--- config.mk ---
export PLATFORM = sky130hd
export DESIGN_NAME = led_pattern_sched
export DESIGN_NICKNAME = d
export VERILOG_FILES = /design/src/rtl/led_pkg.sv /design/src/rtl/led_tick_gen.sv /design/src/rtl/led_pattern_sched.sv
export SDC_FILE = /design/constraint.sdc
export NUM_CORES = 1
export LEC_CHECK = 0
export ABC_AREA = 1
export CORE_UTILIZATION = 45
export CTS_CLUSTER_DIAMETER = 150
export DETAILED_ROUTE_END_ITERATION = 8
export PLACE_DENSITY = 0.75
export SLEW_MARGIN = 15
export SYNTH_ARGS = -nofsm -noshare
export SYNTH_HDL_FRONTEND = slang
export SYNTH_SLANG_ARGS = --single-unit
--- constraint.sdc ---
create_clock -name CLK -period 1.8 [get_ports CLK]
set_input_delay 0.18 -clock CLK [delete_from_list [all_inputs] [get_ports CLK]]
set_output_delay 0.18 -clock CLK [all_outputs]
set_load 0.01 [all_outputs]
--- src/rtl/led_pkg.sv ---
// Shared encodings and pattern helpers for the front-panel LED scheduler.
package led_pkg;

    // Owner / state encodings; the FSM state register is driven straight onto GRANT.
    localparam logic [1:0] GNT_IDLE  = 2'd0;
    localparam logic [1:0] GNT_SWEEP = 2'd1;
    localparam logic [1:0] GNT_ARM   = 2'd2;
    localparam logic [1:0] GNT_FLT   = 2'd3;

    // Active-low "all LEDs dark" pattern.
    localparam logic [3:0] LED_OFF = 4'b1111;

    // Single lit LED walking bit0 -> bit3 (active-low).
    function automatic logic [3:0] sweep_pattern(input logic [1:0] pos);
        logic [3:0] one_hot;
        one_hot = 4'b0001 << pos;
        return ~one_hot;
    endfunction

    // Masked LEDs lit while phase is high, everything dark otherwise (active-low).
    function automatic logic [3:0] blink_pattern(input logic phase, input logic [3:0] mask);
        return phase ? ~mask : LED_OFF;
    endfunction

endpackage

--- src/rtl/led_tick_gen.sv ---
// Pattern-step prescaler: one-cycle TICK every TICK_DIV clocks, restartable via CLR.
module led_tick_gen #(
    parameter int unsigned TICK_DIV = 25_000_000
) (
    input  logic CLK,
    input  logic RST_N,
    input  logic CLR,
    output logic TICK
);

    localparam int unsigned      CNT_W    = (TICK_DIV > 2) ? $clog2(TICK_DIV) : 1;
    localparam logic [CNT_W-1:0] CNT_LAST = CNT_W'(TICK_DIV - 1);

    logic [CNT_W-1:0] count_q;
    logic [CNT_W-1:0] count_d;

    assign TICK = (count_q == CNT_LAST);

    // Next count: restart on CLR, wrap after the terminal count.
    always_comb begin
        count_d = count_q + CNT_W'(1);
        if (CLR || TICK) begin
            count_d = '0;
        end
    end

    // Prescaler register.
    always_ff @(posedge CLK or negedge RST_N) begin
        if (!RST_N) begin
            count_q <= '0;
        end else begin
            count_q <= count_d;
        end
    end

endmodule

--- src/rtl/led_pattern_sched.sv ---
// Front-panel LED owner: arbitrates fault blink > power-on sweep > ARM static
// pattern and produces the registered control word for the LED driver.
module led_pattern_sched
    import led_pkg::*;
#(
    parameter int unsigned TICK_DIV   = 25_000_000,
    parameter int unsigned SWEEP_LAPS = 3
) (
    input  logic       CLK,
    input  logic       RST_N,
    input  logic       SWEEP_START,
    input  logic       ARM_REQ,
    input  logic [3:0] ARM_PAT,
    input  logic       FLT_REQ,
    input  logic [3:0] FLT_MASK,
    output logic [1:0] GRANT,
    output logic       SWEEP_BUSY,
    output logic [4:0] LED_DATA
);

    localparam int unsigned       STEPS     = 4 * SWEEP_LAPS;
    localparam int unsigned       STEP_W    = $clog2(STEPS);
    localparam logic [STEP_W-1:0] LAST_STEP = STEP_W'(STEPS - 1);

    logic [1:0]        state_q, state_d;
    logic [STEP_W-1:0] step_q,  step_d;
    logic              phase_q, phase_d;
    logic              busy_q,  busy_d;
    logic [4:0]        led_q,   led_d;
    logic              tick;
    logic              state_chg;

    // Restarting the prescaler on every transition makes the first step in a
    // new state last a full TICK_DIV cycles.
    assign state_chg = (state_d != state_q);

    led_tick_gen #(
        .TICK_DIV(TICK_DIV)
    ) u_tick (
        .CLK  (CLK),
        .RST_N(RST_N),
        .CLR  (state_chg),
        .TICK (tick)
    );

    // Owner arbitration: fault preempts everything, sweep runs to completion.
    always_comb begin
        state_d = state_q;
        if (FLT_REQ) begin
            state_d = GNT_FLT;
        end else begin
            case (state_q)
                GNT_IDLE: begin
                    if (SWEEP_START) begin
                        state_d = GNT_SWEEP;
                    end else if (ARM_REQ) begin
                        state_d = GNT_ARM;
                    end
                end
                GNT_ARM: begin
                    if (SWEEP_START) begin
                        state_d = GNT_SWEEP;
                    end else if (!ARM_REQ) begin
                        state_d = GNT_IDLE;
                    end
                end
                GNT_SWEEP: begin
                    if (tick && (step_q == LAST_STEP)) begin
                        state_d = ARM_REQ ? GNT_ARM : GNT_IDLE;
                    end
                end
                default: begin
                    state_d = ARM_REQ ? GNT_ARM : GNT_IDLE;
                end
            endcase
        end
    end

    // Sweep step and blink phase: both are re-armed whenever their state is
    // not current, so entry always starts at step 0 / phase lit.
    always_comb begin
        step_d  = '0;
        phase_d = 1'b1;
        if (state_q == GNT_SWEEP && state_d == GNT_SWEEP) begin
            step_d = tick ? (step_q + STEP_W'(1)) : step_q;
        end
        if (state_q == GNT_FLT) begin
            phase_d = tick ? ~phase_q : phase_q;
        end
    end

    // Output word derived from next-state values so outputs move on the same
    // edge as the state register (one cycle after the causing input).
    always_comb begin
        busy_d = (state_d == GNT_SWEEP);
        case (state_d)
            GNT_SWEEP: led_d = {1'b1, sweep_pattern(step_d[1:0])};
            GNT_ARM:   led_d = {1'b1, ARM_PAT};
            GNT_FLT:   led_d = {1'b1, blink_pattern(phase_d, FLT_MASK)};
            default:   led_d = {1'b0, LED_OFF};
        endcase
    end

    // State, counters and output registers.
    always_ff @(posedge CLK or negedge RST_N) begin
        if (!RST_N) begin
            state_q <= GNT_IDLE;
            step_q  <= '0;
            phase_q <= 1'b0;
            busy_q  <= 1'b0;
            led_q   <= {1'b0, LED_OFF};
        end else begin
            state_q <= state_d;
            step_q  <= step_d;
            phase_q <= phase_d;
            busy_q  <= busy_d;
            led_q   <= led_d;
        end
    end

    assign GRANT      = state_q;
    assign SWEEP_BUSY = busy_q;
    assign LED_DATA   = led_q;

endmodule

==> impl_results.md <==
- Met1 wire length: 2770 um
- Die footprint: 5790 um^2
- Final Skew: 0.00195 ns
- Sequential area share after synthesis: 38.7%
- Nets: 397
- Syn_area_per_cell: 7.89 um^2
- Gpl congestion: 0.867
- Combinational Power Share: 22.8%
- H-tree depth: 2
- Worst Max-Slew Pin Slew: 0.479 ns
- Flop pwr share: 46.5%
- Area delta synth->final: 35.4%
- Net load switching power: 0.559 mW
- Clock Root Buffer: clkbuf_8
- Status: complete, but fails checks
- Worst Hold Path Cells: 3
- Clk pwr share: 30.7%
- Top layer in use: met4
- Final Hold Fails: 0
- Via count: 2302
- Final Cycle Share: 103%
- Count of pins over their slew limit: 0
- Finished Layout Cells: 453
- Post-synthesis net count: 328
- Arr. time, crit path: 2.02 ns
- Vias/cell: 5.08
- WL final: 6320 um
- First-pass GRT wire length: 9880 um
- Insertion delay to the later sink of the worst-skew pair: 0.29 ns
- Setup CP Type: reg2reg
- CP Data Required Time: 1.97 ns
- Top-area cell type share of the netlist area: 34.5%
- PnR worst setup slack: -0.0463 ns
- Pwr/cell area: 585 nW/um^2
- Vias in the first global route: 2101
- Final hold slack: 0.442 ns
- CORE AREA: 5200 um^2
- Failing checks: negative setup slack
- Layout cells sized above 1: 31.3%
- TritonCTS clock tree: built
- Crit-path slowest cell: dfrtp_1
- Synth unique cells: 28
- Worst hold endpoint: LED_DATA[4]
- Crit path launch type: register
- Inserted Diodes: 0
- Total Neg Setup Slack: -0.902 ns
- Syn Inst Count: 313
- Pin count of the biggest net entering global routing: 39
- Port bufs: 20
- IO Count: 21
- Slew HR: 68.1%
- Antenna Nets Post-Route: 0
- Reg2Reg Setup Slack: -0.05 ns
- Setup slack at placement: -0.0917 ns
- Hold_sp: ARM_REQ
- Total gr overflow: 0
- Initial core utilization: 47.4%
- Detailed-route DRC error count: 0
- Sw frac: 28.6%
- Starting DRT DRC Count: 182
- Initial antenna violation count: 0
- Clock Pin Slew Worst Setup and Hold Paths: 0.07 ns
- Worst setup EP type: register
- Die height: 76.1 um
- Total CTS buffers: 5
- Placed insts: 435
- DR WL met2: 3110 um
- Cell Area, Synth: 2470 um^2
- Routed len/inst: 14.0 um
- Min Clock Period, post-route: 1.85 ns
- Synth area leaders: dfrtp_1 34%, nand2_1 12%, nor3_2 8.1%
- Final HPWL from detailed placement: 4300 um
- Max incr delay on CP: 0.40 ns
- Critical path cell sequence: ha_4 > nand2_4 > nor2_4 > nand2_2 > nor2_4 > nand3_2 > nand2_4 > nand3_1 > nand2_1 > inv_1 > nand2_8 > clkbuf_16 > nor3_1
- Met3 WL: 357 um
- Synth area leader: dfrtp_1
- Total GRT Usage: 21.8%
- Worst hold-check path type: in2reg
- Worst R2R Start: u_tick.count_q[0]
- DRT Pass-1 Iters: 5
- Pint: 1.40 mW
- Synthesized flop and latch total: 38
- Highest ir drop seen on vdd: 311 uV
- Max-Cap Viols: 0
- CTS Buffer Depth: 2
- Crit Reg-Reg Endpoint: u_tick.count_q[24]
- Reg2Reg Depth: 13
- Leak: 1.40 nW
- Endpoints failing setup: 25
- Max Freq: 542 MHz
- Synth warnings: 0
- Util after Layout: 64.2%
- RSZ-0062 raised after global routing: true
- Die width: 76.1 um
- Clock sink count: 38
- CP max FO: 5
- Cell row count: 26
-- per-stage QoR --
stage,power [mW],cell area [um^2]
after CTS,1.88,3140
after floorplan,1.12,2470
after global placement,1.24,2980
after detailed placement,1.25,2980
after global routing,2.04,3340
final,1.95,3340
-- timing repair --
| action | CTS | global route |
|---|---|---|
| hold buffers | 1 | 0 |
| buffers inserted | 0 | 5 |
| gates resized for setup | 7 | 26 |
| pin swaps | 2 | 6 |
| setup endpoints to repair | 26 | 31 |
| gates cloned | 1 | 3 |
| hold endpoints to repair | 34 | 0 |
-- synth_stat cells --
cell type	number
nand2_1	81
inv_1	37
dfrtp_1	34
nor2_1	34
nor3_2	20
nand3_1	17
nor3_1	15
xor2_1	10
nand4_1	8
xnor2_1	8
nand2_2	6
o21ai_0	6
nand2_4	5
nor2_2	5
dfstp_2	4
inv_2	3
nor2_4	3
o31ai_1	3
a21oi_1	2
buf_6	2
ha_1	2
nand3_2	2
buf_12	1
buf_4	1
buf_8	1
nand3_4	1
nand3b_1	1
nor4_1	1
-- flip-flops by register name (all words and copies together) (netlist names) --
| register | count |
|---|---|
| u_tick.count_q | 25 |
| LED_DATA | 5 |
| step_q | 4 |
| GRANT | 2 |
| SWEEP_BUSY | 1 |
| phase_q | 1 |
-- cells by family after synthesis --
logic type	count (synthesis)	share of synthesized area, %
and+or+nand+nor	199	42.6
buffers and inverters	45	8.72
DFF	38	38.7
xor gates and xnor gates	18	6.39
AOI/OAI and AO/OA	11	2.53
adders and majority gates	2	1.01
-- power groups by stage --
stage | clock, mW | combinational [mW] | sequential [mW]
global placement | 0 | 0.317 | 0.919
finish | 0.600 | 0.446 | 0.909
global route | 0.650 | 0.478 | 0.911
detailed placement | 0 | 0.326 | 0.920
CTS | 0.612 | 0.357 | 0.908
floorplan | 0 | 0.183 | 0.932
-- worst max path at each step --
stage / start / to / slack, ns / cells past startpoint
floorplan: u_tick.count_q[0] / u_tick.count_q[20] / 0.008 / 13
global placement: u_tick.count_q[0] / LED_DATA[3] / -0.003 / 12
detailed placement: u_tick.count_q[0] / u_tick.count_q[0] / -0.09 / 11
CTS: u_tick.count_q[1] / u_tick.count_q[8] / -0.002 / 13
global route: u_tick.count_q[0] / u_tick.count_q[5] / -0.13 / 13
finish: u_tick.count_q[0] / u_tick.count_q[24] / -0.05 / 13
-- per-layer routing --
layer / track usage (%) / vias up
met1: 29.0 / 1089
met2: 35.7 / 72
met5: 0 / -
met3: 3.71 / 8
li1: - / 1133
met4: 8.27 / 0
-- worst max-delay path: cells and delay by family (launching register included) --
kind | cells | cell delay, ns
simple gates | 10 | 0.90
flops | 1 | 0.40
buf+inv | 2 | 0.25
fa+ha+maj | 1 | 0.18
-- layout make-up --
type                       instances  area (um^2)
clock buffer                       7         86.3
tap                               70         87.6
inverter                          40          150
timing repair buffer              66          602
clock inverter                     1         5.00
fill                             415         1860
multi-input combinational        231         1460
sequential                        38          956
-- cell usage in the layout, fill, tap and decap left out, drive strengths merged --
| master | Yosys | final |
|---|---|---|
| nand2 | 92 | 93 |
| buf | 5 | 44 |
| nor2 | 42 | 42 |
| inv | 40 | 40 |
| nor3 | 35 | 35 |
| dfrtp | 34 | 34 |
| nand3 | 20 | 20 |
| clkdlybuf4s50 | 0 | 19 |
| xor2 | 10 | 10 |
| clkbuf | 0 | 9 |
| nand4 | 8 | 8 |
| xnor2 | 8 | 8 |
| o21ai | 6 | 6 |
| dfstp | 4 | 4 |
| o31ai | 3 | 3 |
| a21oi | 2 | 2 |
| ha | 2 | 2 |
| nand3b | 1 | 1 |
| nor4 | 1 | 1 |
| clkinv | 0 | 1 |
| dlygate4sd3 | 0 | 1 |
(Power assumes the default switching activity.)
==> RTL edit: new RTL, same settings <==
The output `LED_DATA` loses its register stage (`led_q` becomes a continuous assignment).
--- a/src/rtl/led_pattern_sched.sv
+++ b/src/rtl/led_pattern_sched.sv
@@ -108,15 +108,15 @@
             step_q  <= '0;
             phase_q <= 1'b0;
             busy_q  <= 1'b0;
-            led_q   <= {1'b0, LED_OFF};
         end else begin
             state_q <= state_d;
             step_q  <= step_d;
             phase_q <= phase_d;
             busy_q  <= busy_d;
-            led_q   <= led_d;
         end
     end
+
+    assign led_q = led_d;
 
     assign GRANT      = state_q;
     assign SWEEP_BUSY = busy_q;
Check against the original RTL: not equivalent (a bounded check fails within 4 cycles, from zero or initial values and one cycle with RST_N low).
==> RTL edit against the original RTL <==
  * The flow still finishes with violations (negative setup slack)
  * Clock skew is 0.0085 ns higher
  * Maximum frequency is 23% lower
  * Setup slack worse by 0.56 ns
  * Total power is 9.8% higher
  * Clock power is 26% higher
  * Highest routed layer unchanged
  * Sequential power is 15% lower
  * Design area is 13% higher
  * Largest power group unchanged
  * Sequential cell count is 5 lower
  * Wire length is 45% higher
  * Synthesized area is 5.3% lower
==> RTL edit: results (changes against the original RTL) <==
| Metric | Value |
|---|---|
| Status | complete, but fails checks (unchanged) |
| Failing checks | negative setup slack (unchanged) |
| Switching Fraction | 30.49% (was 28.59%) |
| Synth async-reset ratio | 100.0% (unchanged) |
| Top post-synthesis cells by count | nand2_1 (81), inv_1 (37), nor2_1 (34) (was nand2_1 (81), inv_1 (37), dfrtp_1 (34), nor2_1 (34), nor3_2 (20)) |
| Crit-path max FO | 5 (unchanged) |
| Max reg flops | 25 (unchanged) |
| WP data arrival | 2.23 ns (was 2.02 ns) |
| Final setup viols | 34 (was 25) |
| Fill count | 276 (was 415) |
| Vias | 2809 (was 2302) |
| Share of layout cells above drive strength 1 | 41.86% (was 31.33%) |
| Met1 usage | 36.22% (was 28.96%) |
| GR Util All Layers | 30.99% (was 21.85%) |
| Routed WL per cell | 18.43 um (was 13.95 um) |
| Top cells by area, synth | dfrtp_1 (35%), nand2_1 (13%), nor3_2 (8.6%), inv_1 (5.9%), nor2_1 (5.5%) (was dfrtp_1 (34%), nand2_1 (12%), nor3_2 (8.1%), inv_1 (5.6%), nor2_1 (5.2%)) |
| Clk_lat worst skew | 0.30 ns |
| Worst setup margin | -0.6069 ns (was -0.04634 ns) |
| Placement Cell Area | 3226 sq um (was 2979 sq um) |
| Hold-fix buffers, CTS | 0 (was 1) |
| DR iter-0 viols | 292 (was 182) |
| Nets@finish | 444 (was 397) |
| First-pass GRT wire length | 12520 um (was 9880 um) |
| Sequential area share after synthesis | 35.31% (was 38.72%) |
| Root Driver | clkbuf_8 (unchanged) |
| Area fraction in compound gates after synthesis | 2.675% (was 2.534%) |
| Slew @ Worst Pin | 0.4951 ns (was 0.4786 ns) |
| Syn nets | 323 (was 328) |
| IO buf count | 20 (unchanged) |
| XOR/XNOR Fraction of Synth Area | 6.742% (was 6.386%) |
| Largest register by flop count | u_tick.count_q (unchanged) |
| LEAKAGE | 1.700 nW (was 1.402 nW) |
| H-tree depth | 2 (unchanged) |
| Adder-Cell Fraction of Synth Area | 1.070% (was 1.014%) |
| GR Layer Usage met2 | 53.43% (was 35.73%) |
| DP Wirelength | 4931 um (was 4301 um) |
| Initial antenna violation count | 0 (unchanged) |
| Largest net degree at the start of global routing | 34 (was 39) |
| Post-synth cell types | 27 (was 28) |
| Setup Skew | 0.01050 ns (was 0.001954 ns) |
| DR pass1 iterations | 5 (unchanged) |
| Worst Hold Class | in2async (was in2reg) |
| Max IR drop VDD | 0.0006006 V (was 0.0003107 V) |
| Yosys warns | 0 (unchanged) |
| Vias in the first global route | 2665 (was 2101) |
| Placer congestion estimate | 0.9240 (was 0.8671) |
| Max Root-Sink Buffers | 2 (unchanged) |
| Met3 usage | 7.046% (was 3.713%) |
| Ant. Diodes | 0 (unchanged) |
==> RTL edit: what timing repair did <==
| item | in CTS | in global routing |
|---|---|---|
| setup endpoints to repair | 32 | 33 |
| gates cloned | 2 | 2 |
| buffers inserted | 8 | 7 |
| gates resized for setup | 55 | 29 |
| pin swaps | 25 | 16 |
==> RTL edit: worst max-delay path, cell delays in order (launching register included) <==
cell	delay (ns)
dfrtp_1	0.42
ha_4	0.19
nand2_4	0.06
nor2_4	0.09
nand2_2	0.07
nor2_4	0.14
nand3_2	0.10
nand2_4	0.14
nand2_4	0.09
buf_6	0.13
nor2_1	0.08
o21ai_1	0.07
inv_1	0.10
nand2_1	0.08
buf_2	0.15
==> RTL edit: layer usage <==
layer	up-vias	share of wire, %
li1	1226	-
met1	1346	36
met2	191	51
met3	46	7.7
met4	0	4.8
met5	-	0
==> RTL edit: layout make-up <==
| cell class | count | share of cell area [%] |
|---|---|---|
| multi-input combinational | 230 | 40.63 |
| tap | 67 | 2.215 |
| inverter | 40 | 4.033 |
| clock inverter | 1 | 0.7934 |
| clock buffer | 7 | 2.281 |
| sequential | 33 | 21.82 |
| timing repair buffer | 119 | 28.23 |
==> RTL edit: cell families (layout without fill, tap and decap cells) <==
kind of cell,count (synthesis),after routing
XOR/XNOR,18,18
AO/OA/AOI/OAI,11,11
buffers and inverters,45,167
adder cells (fa/ha/maj),2,2
flip-flops,33,33
AND/OR/NAND/NOR,199,199
==> RTL edit: path summary, 6_finish.rpt <==
path	startpoint	slack, ns	end	cells past startpoint
setup / recovery	u_tick.count_q[1]	-0.61	LED_DATA[2]	14
hold / removal	RST_N	0.29	u_tick.count_q[24]	2
setup reg to reg	u_tick.count_q[1]	-0.48	u_tick.count_q[21]	16
hold reg to reg	step_q[3]	0.57	step_q[3]	2
max in group asynchronous	RST_N	1.19	u_tick.count_q[21]	2
min in group CLK	step_q[3]	0.57	step_q[3]	2
==> RTL edit: through the flow <==
stage                     power [W]  util [%]  worst slack [ns]  cells  TNS [ns]
final                      0.002145     78.06           -0.6069    497    -14.71
after global routing       0.002201     78.06           -0.6927    497    -16.89
after CTS                  0.002020     74.12           -0.4007    490    -7.901
after detailed placement   0.001171     66.53           -0.6292    472    -6.631
after global placement     0.001160     66.53           -0.5248    472    -3.578
after floorplan           0.0009770         -          0.001939    308         0
==> RTL edit: power groups by stage <==
stage,combinational (W),sequential (W),clock [W]
CTS,0.000508,0.000767,0.000744
floorplan,0.000192,0.000785,0
global route,0.000640,0.000771,0.000789
detailed placement,0.000393,0.000778,0
finish,0.000620,0.000770,0.000755
global placement,0.000384,0.000776,0
